**config.mk**
```make
export PLATFORM = sky130hd
export DESIGN_NAME = id_sequencer_flat
export DESIGN_NICKNAME = d
export VERILOG_FILES = /design/src/rtl/id_seq_pkg.sv /design/src/rtl/id_sequencer_if.sv /design/src/rtl/id_sequencer_counter.sv /design/src/rtl/id_sequencer.sv /design/src/flat_wrapper.sv
export SDC_FILE = /design/constraint.sdc
export NUM_CORES = 1
export LEC_CHECK = 0
export ABC_AREA = 1
export BUFFER_PORTS_ARGS = -buffer_cell sky130_fd_sc_hd__buf_2
export CAP_MARGIN = 20
export CORE_AREA = 2 2 44 62
export DETAILED_ROUTE_END_ITERATION = 7
export DIE_AREA = 0 0 46 64
export MAX_ROUTING_LAYER = met4
export SETUP_SLACK_MARGIN = 0.15
export SKIP_LAST_GASP = 1
export SYNTH_ARGS = -nofsm -noshare
export SYNTH_HDL_FRONTEND = slang
export SYNTH_SLANG_ARGS = --single-unit
```
**constraint.sdc**
```tcl
create_clock -name clk -period 2.6 [get_ports clk]
set_input_delay 0.13 -clock clk [delete_from_list [all_inputs] [get_ports clk]]
set_output_delay 0.13 -clock clk [all_outputs]
set_load 0.02 [all_outputs]
```
**src/rtl/id_seq_pkg.sv**
```systemverilog
// Shared types and helpers for the id_sequencer block.
// Provides the sequencer state enum and the index-width function used to size
// idx buses from DEPTH.
package id_seq_pkg;

  typedef enum logic [1:0] {
    StIdle,
    StRun,
    StDone
  } state_e;

  // Width of an index able to address DEPTH digits; never narrower than one bit.
  function automatic int unsigned idx_width(input int unsigned depth);
    return (depth > 1) ? $clog2(depth) : 1;
  endfunction

endpackage

```
**src/rtl/id_sequencer_if.sv**
```systemverilog
// Control/status bundle of the id_sequencer.
// master: drives en/dir/mode/start/hold, observes id/idx/busy/wrap/done.
// slave : the sequencer itself.
interface id_sequencer_if #(
  parameter int unsigned WIDTH = 4,
  parameter int unsigned IW    = 3
);
  logic             en;
  logic             dir;
  logic             mode;
  logic             start;
  logic             hold;
  logic [WIDTH-1:0] id;
  logic [IW-1:0]    idx;
  logic             busy;
  logic             wrap;
  logic             done;

  modport master (
    output en, dir, mode, start, hold,
    input  id, idx, busy, wrap, done
  );

  modport slave (
    input  en, dir, mode, start, hold,
    output id, idx, busy, wrap, done
  );
endinterface

```
**src/rtl/id_sequencer_counter.sv**
```systemverilog
// seq_index_counter: mod-DEPTH up/down index counter.
// Ports: clk, reset (sync, active-high), load (reload first index for dir),
// step (advance one position per dir), dir (0 up, 1 down),
// idx (current index), idx_next (index after this edge), term (idx is the
// terminal position for the current dir).
// Wrap-around uses explicit compares so non-power-of-two DEPTH stays in range.
module seq_index_counter
  import id_seq_pkg::*;
#(
  parameter int unsigned DEPTH = 8,
  parameter int unsigned IW    = idx_width(DEPTH)
) (
  input  logic          clk,
  input  logic          reset,
  input  logic          load,
  input  logic          step,
  input  logic          dir,
  output logic [IW-1:0] idx,
  output logic [IW-1:0] idx_next,
  output logic          term
);

  localparam logic [IW-1:0] Last = IW'(DEPTH - 1);

  logic [IW-1:0] idx_q;

  always_comb begin
    idx_next = idx_q;
    if (load) begin
      idx_next = dir ? Last : '0;
    end else if (step) begin
      if (dir) begin
        idx_next = (idx_q == '0) ? Last : idx_q - IW'(1);
      end else begin
        idx_next = (idx_q == Last) ? '0 : idx_q + IW'(1);
      end
    end
  end

  always_ff @(posedge clk) begin
    if (reset) begin
      idx_q <= '0;
    end else begin
      idx_q <= idx_next;
    end
  end

  assign idx  = idx_q;
  assign term = dir ? (idx_q == '0) : (idx_q == Last);

endmodule

```
**src/rtl/id_sequencer.sv**
```systemverilog
// id_sequencer: table-driven digit sequencer.
// Steps through DEPTH digits of WIDTH bits packed in SEQ (digit 0 in the MSBs),
// one digit per accepted en strobe, forward or reverse, looping or one-shot.
// Ports: clk, reset (sync, active-high), bus (id_sequencer_if.slave):
//   en/dir/mode/start/hold in; id (registered digit), idx, busy, wrap and
//   done (one-cycle pulses) out.
module id_sequencer
  import id_seq_pkg::*;
#(
  parameter int unsigned             DEPTH = 8,
  parameter int unsigned             WIDTH = 4,
  parameter logic [DEPTH*WIDTH-1:0]  SEQ   = 32'h4110_2356
) (
  input  logic           clk,
  input  logic           reset,
  id_sequencer_if.slave  bus
);

  localparam int unsigned IW = idx_width(DEPTH);

  state_e           state_q, state_d;
  logic             load, step, term;
  logic             wrap_q, wrap_d, done_q, done_d;
  logic [IW-1:0]    idx, idx_next;
  logic [WIDTH-1:0] id_q, digit;

  seq_index_counter #(
    .DEPTH (DEPTH),
    .IW    (IW)
  ) u_counter (
    .clk      (clk),
    .reset    (reset),
    .load     (load),
    .step     (step),
    .dir      (bus.dir),
    .idx      (idx),
    .idx_next (idx_next),
    .term     (term)
  );

  always_comb begin
    state_d = state_q;
    load    = 1'b0;
    step    = 1'b0;
    wrap_d  = 1'b0;
    done_d  = 1'b0;
    unique case (state_q)
      StRun: begin
        // start outranks en: restart without stepping.
        if (bus.start) begin
          load = 1'b1;
        end else if (bus.en && !bus.hold) begin
          if (term && bus.mode) begin
            state_d = StDone;
            done_d  = 1'b1;
          end else begin
            step   = 1'b1;
            wrap_d = term;
          end
        end
      end
      StIdle, StDone: begin
        if (bus.start) begin
          load    = 1'b1;
          state_d = StRun;
        end
      end
      default: state_d = StIdle;
    endcase
  end

  // Digit for the index after this edge, so id and idx update together.
  always_comb begin
    digit = '0;
    for (int unsigned i = 0; i < DEPTH; i++) begin
      if (idx_next == IW'(i)) begin
        digit = SEQ[(DEPTH-1-i)*WIDTH +: WIDTH];
      end
    end
  end

  always_ff @(posedge clk) begin
    if (reset) begin
      state_q <= StIdle;
      wrap_q  <= 1'b0;
      done_q  <= 1'b0;
      id_q    <= SEQ[DEPTH*WIDTH-1 -: WIDTH];
    end else begin
      state_q <= state_d;
      wrap_q  <= wrap_d;
      done_q  <= done_d;
      id_q    <= digit;
    end
  end

  assign bus.id   = id_q;
  assign bus.idx  = idx;
  assign bus.busy = (state_q == StRun);
  assign bus.wrap = wrap_q;
  assign bus.done = done_q;

endmodule

```
**src/flat_wrapper.sv**
```systemverilog
// flat-port wrapper written by rule: the top's interface ports become plain ports
module id_sequencer_flat import id_seq_pkg::*;
#(
  parameter int unsigned             DEPTH = 8,
  parameter int unsigned             WIDTH = 4,
  parameter logic [DEPTH*WIDTH-1:0]  SEQ   = 32'h4110_2356
)
  (clk, reset, bus_en, bus_dir, bus_mode, bus_start, bus_hold, bus_id, bus_idx, bus_busy, bus_wrap, bus_done);
  id_sequencer_if #(.WIDTH(WIDTH), .IW(3)) bus_i ();
  input  logic clk;
  input  logic reset;
  input wire logic [$bits(bus_i.en)-1:0] bus_en;
  input wire logic [$bits(bus_i.dir)-1:0] bus_dir;
  input wire logic [$bits(bus_i.mode)-1:0] bus_mode;
  input wire logic [$bits(bus_i.start)-1:0] bus_start;
  input wire logic [$bits(bus_i.hold)-1:0] bus_hold;
  output wire logic [$bits(bus_i.id)-1:0] bus_id;
  output wire logic [$bits(bus_i.idx)-1:0] bus_idx;
  output wire logic [$bits(bus_i.busy)-1:0] bus_busy;
  output wire logic [$bits(bus_i.wrap)-1:0] bus_wrap;
  output wire logic [$bits(bus_i.done)-1:0] bus_done;
  assign bus_i.en = bus_en;
  assign bus_i.dir = bus_dir;
  assign bus_i.mode = bus_mode;
  assign bus_i.start = bus_start;
  assign bus_i.hold = bus_hold;
  assign bus_id = bus_i.id;
  assign bus_idx = bus_i.idx;
  assign bus_busy = bus_i.busy;
  assign bus_wrap = bus_i.wrap;
  assign bus_done = bus_i.done;
  id_sequencer #(.DEPTH(DEPTH), .WIDTH(WIDTH), .SEQ(SEQ)) u_core (.clk(clk), .reset(reset), .bus(bus_i));
endmodule
```
# [Yosys cells after proc, flatten, opt, wreduce, memory -nomap -nowiden]
# Index checks and enable logic that the tools add are counted.
[totals] wordCells=67 input_bits=7 reg_bits=11 output_inout_bits=10
[op_classes] reduce_logical=14 eq_ne=14 bitwise_logic=2 mux=27 n_addsub=2
[op_table] cell="$mux W3" n=12
[op_table] cell="$eq A3 B3 Y1 const B" n=5
[op_table] cell="$mux W2" n=6
[op_table] cell="$mux W1" n=8
[op_table] cell="$reduce_or A8 Y1" n=1
[op_table] cell="$eq A3 B2 Y1 const B" n=2
[op_table] cell="$logic_not A3 Y1" n=2
[op_table] cell="$reduce_or A3 Y1" n=2
[op_table] cell="$reduce_or A5 Y1" n=1
[op_table] cell="$ne A2 B1 Y1 const B" n=2
[op_table] cell="$ne A2 B2 Y1 const B" n=2
[op_table] cell="$pmux W2 S2" n=1
[op_table] cell="$reduce_and A4 Y1" n=1
[op_table] cell="$reduce_or A2 Y1" n=2
[op_table] cell="$reduce_or A4 Y1" n=1
[op_table] cell="$add A3 B1 Y3 const B" n=1
[op_table] cell="$eq A3 B1 Y1 const B" n=1
[op_table] cell="$sub A3 B1 Y3 const B" n=1
[op_table] cell="$eq A2 B1 Y1 const B" n=1
[op_table] cell="$eq A2 B2 Y1 const B" n=1
[op_table] cell="$logic_and A1 B1 Y1" n=2
[op_table] cell="$logic_not A2 Y1" n=1
[op_table] cell="$not A1 Y1" n=2
[op_table] cell="$logic_not A1 Y1" n=1

# [Depth between registers and ports, before layout]
[depth] depth_word=18 depth_mapped=15

# [Cells and area by module]
# From an unflattened synthesis, not the netlist that was laid out.
[unflattened] cells_unflattened=82 area_unflattened_um2=580.6
[modules_own_cells] mod="id_sequencer" seq_area_each_um2=140.1 instances=1 area_each_um2=326.6 cells_each=44
[modules_own_cells] mod="seq_index_counter" seq_area_each_um2=60.1 instances=1 area_each_um2=254.0 cells_each=38

# [Worst setup path after synthesis]
# Ideal clock, no wire load.
[synth_path] path_type="reg-to-reg" start="reg u_core.u_counter.idx_q[0], in the netlist u_core.u_counter.idx[0]" end="reg u_core.id_q[2], in the netlist u_core.bus.id[2]" path_stages_with_launch=16 arrival_ps=1882 t_required_ps=2481 slack_ps=599 path_cell_list="dfxtp_1 inv_1 ha_1 nand2_1 nand2_1 nand3_4 nand2_4 nand2_2 nand3_2 nand2_1 inv_1 ha_1 nand2_1 nor2_1 o21ai_0 nand2_1"
[synth_between] elab_chain_len=16
[synth_rtl] item="start, declared" line_no="id_sequencer_counter.sv:25" source="logic [IW-1:0] idx_q;"
[synth_rtl] item="start signal, assigned" line_no="id_sequencer_counter.sv:44" source="idx_q <= idx_next;"
[synth_rtl] item="$eq A3 B3 Y1 or $logic_not A3 Y1 (tied branches)" line_no="id_sequencer_counter.sv:35, id_sequencer_counter.sv:49, id_sequencer_counter.sv:33"
[synth_rtl] item="$mux W1" line_no="id_sequencer_counter.sv:49" source="assign term = dir ? (idx_q == '0) : (idx_q == Last);"
[synth_rtl] item="$logic_and A1 B1 Y1" line_no="id_sequencer.sv:53" source="if (term && bus.mode) begin"
[synth_rtl] item="$mux W1" line_no="id_sequencer.sv:53"
[synth_rtl] item="$mux W1" line_no="id_sequencer.sv:52" source="end else if (bus.en && !bus.hold) begin"
[synth_rtl] item="$mux W1" line_no="id_sequencer.sv:50" source="if (bus.start) begin"
[synth_rtl] item="$mux W1" line_no="id_sequencer.sv:47" source="unique case (state_q)"
[synth_rtl] item="$mux W3 (*)" line_no="id_sequencer_counter.sv:31" source="end else if (step) begin"
[synth_rtl] item="$mux W3 (*)" line_no="id_sequencer_counter.sv:29" source="if (load) begin"
[synth_rtl] item="$logic_not A3 Y1" line_no="id_sequencer.sv:76" source="if (idx_next == IW'(i)) begin"
[synth_rtl] item="$mux W3 (6 in a row)" line_no="id_sequencer.sv:76"
[synth_rtl] item="end signal, assigned" line_no="id_sequencer.sv:87" source="id_q <= SEQ[DEPTH*WIDTH-1 -: WIDTH];"
[synth_rtl] item="end signal, assigned" line_no="id_sequencer.sv:92" source="id_q <= digit;"
[synth_rtl] item="end, declared" line_no="id_sequencer.sv:25" source="logic [WIDTH-1:0] id_q, digit;"
# Every way passes the cells marked *; elsewhere a longest branch is shown, timed or not.
# A chain may end at the register's enable or synchronous reset.

# [Final worst setup path]
# Same ends and word-level chain as after synthesis.

==> impl.org <==
** Run status
- Status :: completed

** Clocking
- In this run, post-CTS hold repair placed 0 buffers.
- Clock Root Buffer :: sky130_fd_sc_hd__clkbuf_4
- TritonCTS built the clock tree.
- After clock tree synthesis, the clock-pin slew on the worst setup and hold paths is 70 ps.
- The clock reaches the later pin of the worst-skew pair after 270 ps.
- Number of buffers between clock root and the deepest sink :: 2
- Post-CTS timing repair inserted 0 buffers for setup.
- In this run, post-CTS repair resized a total of 0 instances.
- H-tree level count :: 1
- In this run, CTS created clock tree buffers numbering 3.
- Number of sinks driven by the clock tree :: 10

** Placement
- # placed instances :: 139
- Total half-perimeter wirelength after legalization and detailed placement :: 1160 um
- During placement, the flow inserted port buffers numbering 15.
- Routability Congestion :: 0.841
- The placed instances occupy a cell area of 781 sq um.

** Setup path
- In this run the critical register-to-register path is launched from u_core.u_counter.idx[0]$_SDFF_PP0_.
- At the worst endpoint, the required time is 2760 ps.
- Critical Path End Type :: flip-flop
- At the worst endpoint, the arrival time is 2270 ps.
- The critical path starts at u_core.u_counter.idx[0]$_SDFF_PP0_.
- CP startpoint kind :: flip-flop
- The critical path in this run is classified as flip-flop to flip-flop.
- Crit Path Max Fanout :: 8

** Floorplan
- Die height :: 64 um
- Number of rows in the core area :: 21
- The region available for standard cell placement spans 2360 sq um.
- Die Outline Area :: 2940 sq um
- Once the floorplan was initialized, standard cells occupied 28.9% of the core.
- I/O pins :: 17
- Die span in x :: 46 um

** Route
- The detailed router finished its first iteration with 17 violations.
- In the routed design, unresolved DRC markers number 0.
- Drt total wl :: 1380 um
- DR vias/cell :: 4.69
- Average wire per cell in the routed design :: 9.68 um
- For this run, the detailed router's first-pass iteration total came to 4.
- Residual antenna-violating net count after detailed routing :: 0
- Vias :: 670

** STA
- Clock skew after layout :: 6.01 ps
- For this run, the top clock speed supported by timing is 0.474 GHz.
- Count of endpoints failing setup in the final report :: 0
- Final Max Tran Viols :: 0
- Final hold viol count :: 0
- Minimum clock period :: 2110 ps
- For the final routed database, the setup TNS stands at 0 ps.
- RSZ-0062 raised after global routing :: no
- Fraction of the cycle the final worst path needs :: 81.1%

** Finish
- Post-route cell area :: 817 sq um
- The net count of the finished layout is 133.
- The post-route netlist has 27.5% of its cells at a drive strength greater than 1.
- Antenna cell count :: 0
- Utilization after layout :: 34.6%
- Area overhead of the layout relative to synthesis :: 19.4%
- Filler Cell Count :: 268
- The finished layout holds 143 standard cells, fillers aside.

** Pwr
- Power per Cell Area :: 492 nW/um^2
- Maximum resistive drop on vdd :: 0.242 mV
- Overall power of the completed layout :: 0.000402 W
- Leakage power total :: 0.431 nW

** Yosys
- Post-synth top area share :: 29.3%
- After synthesis, flip-flops and latches occupy 29.3% of the total area.
- Number of instances in the synthesized netlist :: 102
- Counting every net in the synthesized netlist gives 114.
- FF+latch count, synth :: 10
- Summing every instance area after synthesis gives 684 sq um.
- The largest total area in the synthesized netlist belongs to sky130_fd_sc_hd__dfxtp_1.
- Count of warnings emitted by yosys :: 0
- The number of different library cells used by synthesis comes to 23.
- After synthesis, the cell types taking the most area are sky130_fd_sc_hd__dfxtp_1 (29%), sky130_fd_sc_hd__nand2_1 (15%), sky130_fd_sc_hd__ha_1 (9.1%).
- Post-Synthesis Mean Instance Area :: 6.71 sq um

** Global routing
- The via count of the first global-routing pass came to 610.
- The number of antenna violations at the first check in global routing came to 0.
- Entering global routing, the biggest net connects 9 pins.
- Total congestion overflow :: 0
- First-pass GRT wire length :: 2330 um
- For this run, the total global-route usage over all layers was measured as 11.1%.

** Run
- Number of maximum-capacitance violations :: 0

** Hold path
- Worst hold path class :: input pin to flip-flop
- Worst Min Path Start :: bus_mode
## placed cells by master, fill, tap and decap left out, types with 3 or more instances in the layout
master                     netlist  final
sky130_fd_sc_hd__dfxtp_1        10     10
sky130_fd_sc_hd__nor2_2          3      3
sky130_fd_sc_hd__ha_1            5      5
sky130_fd_sc_hd__nand2_1        28     28
sky130_fd_sc_hd__buf_2           0     15
sky130_fd_sc_hd__nor2_1         11     11
sky130_fd_sc_hd__clkbuf_4        0      3
sky130_fd_sc_hd__inv_1          15     15
sky130_fd_sc_hd__nand3_1         8      8
sky130_fd_sc_hd__nand2_2         3      3
sky130_fd_sc_hd__a21oi_1         3      3
sky130_fd_sc_hd__o21ai_0         3      3
## state kept, by name, indices dropped and copies added, names as in the netlist
name and count:
u_core.bus.id 3, u_core.state_q 2, u_core.bus.done 1, u_core.bus.wrap 1, u_core.u_counter.idx 3
## Yosys cell counts (all sizes together)
cell / number
conb: 1
nand3: 10
a21oi: 4
nand2: 32
nor2: 15
o32ai: 1
dfxtp: 10
o21ai: 4
nor3: 1
xnor2: 1
or2: 1
buf: 1
inv: 16
ha: 5
## critical path, stage by stage (launching register included)
cell                      delay (ps)
sky130_fd_sc_hd__dfxtp_1         440
sky130_fd_sc_hd__inv_1           110
sky130_fd_sc_hd__ha_1            220
sky130_fd_sc_hd__nand2_1          80
sky130_fd_sc_hd__nand2_1         100
sky130_fd_sc_hd__nand3_4         120
sky130_fd_sc_hd__nand2_4          70
sky130_fd_sc_hd__nand2_1          60
sky130_fd_sc_hd__nand3_1          60
sky130_fd_sc_hd__nand2_1          90
sky130_fd_sc_hd__inv_1            80
sky130_fd_sc_hd__ha_1            230
sky130_fd_sc_hd__nand2_1          80
sky130_fd_sc_hd__nor2_1           40
sky130_fd_sc_hd__o21ai_0         150
sky130_fd_sc_hd__nand2_1          60
## routing by layer
layer,share of wire (%),track usage (%)
met1,40,10.7
met2,53,18.9
met3,5.3,3.39
met4,2.1,5.36
met5,0,-
## through the flow
stage	hold slack, ps	setup WS, ps
2_1_floorplan	199	599
3_3_place_gp	350	527
3_5_place_dp	355	499
4_1_cts	67.9	482
5_1_grt	72.2	284
6_report	67.9	491
## kinds of logic after synthesis
| group | count (synthesis) | share of synthesized area [%] |
|---|---|---|
| DFF | 10 | 29.3 |
| other | 1 | 0.548 |
| AOI/OAI and AO/OA | 9 | 8.23 |
| buffers and inverters | 17 | 9.87 |
| adders and majority gates | 5 | 9.14 |
| and+or+nand+nor | 59 | 41.7 |
| xor gates and xnor gates | 1 | 1.28 |
## power breakdown
group	leakage (nW)	internal [W]	total (W)	switching [W]
Sequential	0.0821	0.000162	0.000167	0.00000494
Combinational	0.328	0.0000333	0.0000954	0.0000621
Clock	0.0210	0.0000851	0.000140	0.0000551
## final timing paths
path	endpoint	slack (ps)	depth (start not counted)
setup / recovery	u_core.bus.id[2]$_SDFF_PP1_	490	15
hold / removal	u_core.bus.wrap$_SDFF_PP0_	70	2
setup reg to reg	u_core.bus.id[2]$_SDFF_PP1_	490	15
hold reg to reg	u_core.state_q[1]$_SDFFE_PP0P_	480	2
## area by class of cell
cell class / count / area, sq um / area share (%)
flip-flops and latches: 10 / 200 / 24.5
well taps: 23 / 28.8 / 3.52
clock buffers: 4 / 36.3 / 4.44
repair buffers: 15 / 75.1 / 9.19
multi-input cells: 75 / 417 / 51.0
inverters: 16 / 60.1 / 7.35
Note: power is estimated with default switching activity, not from simulation.
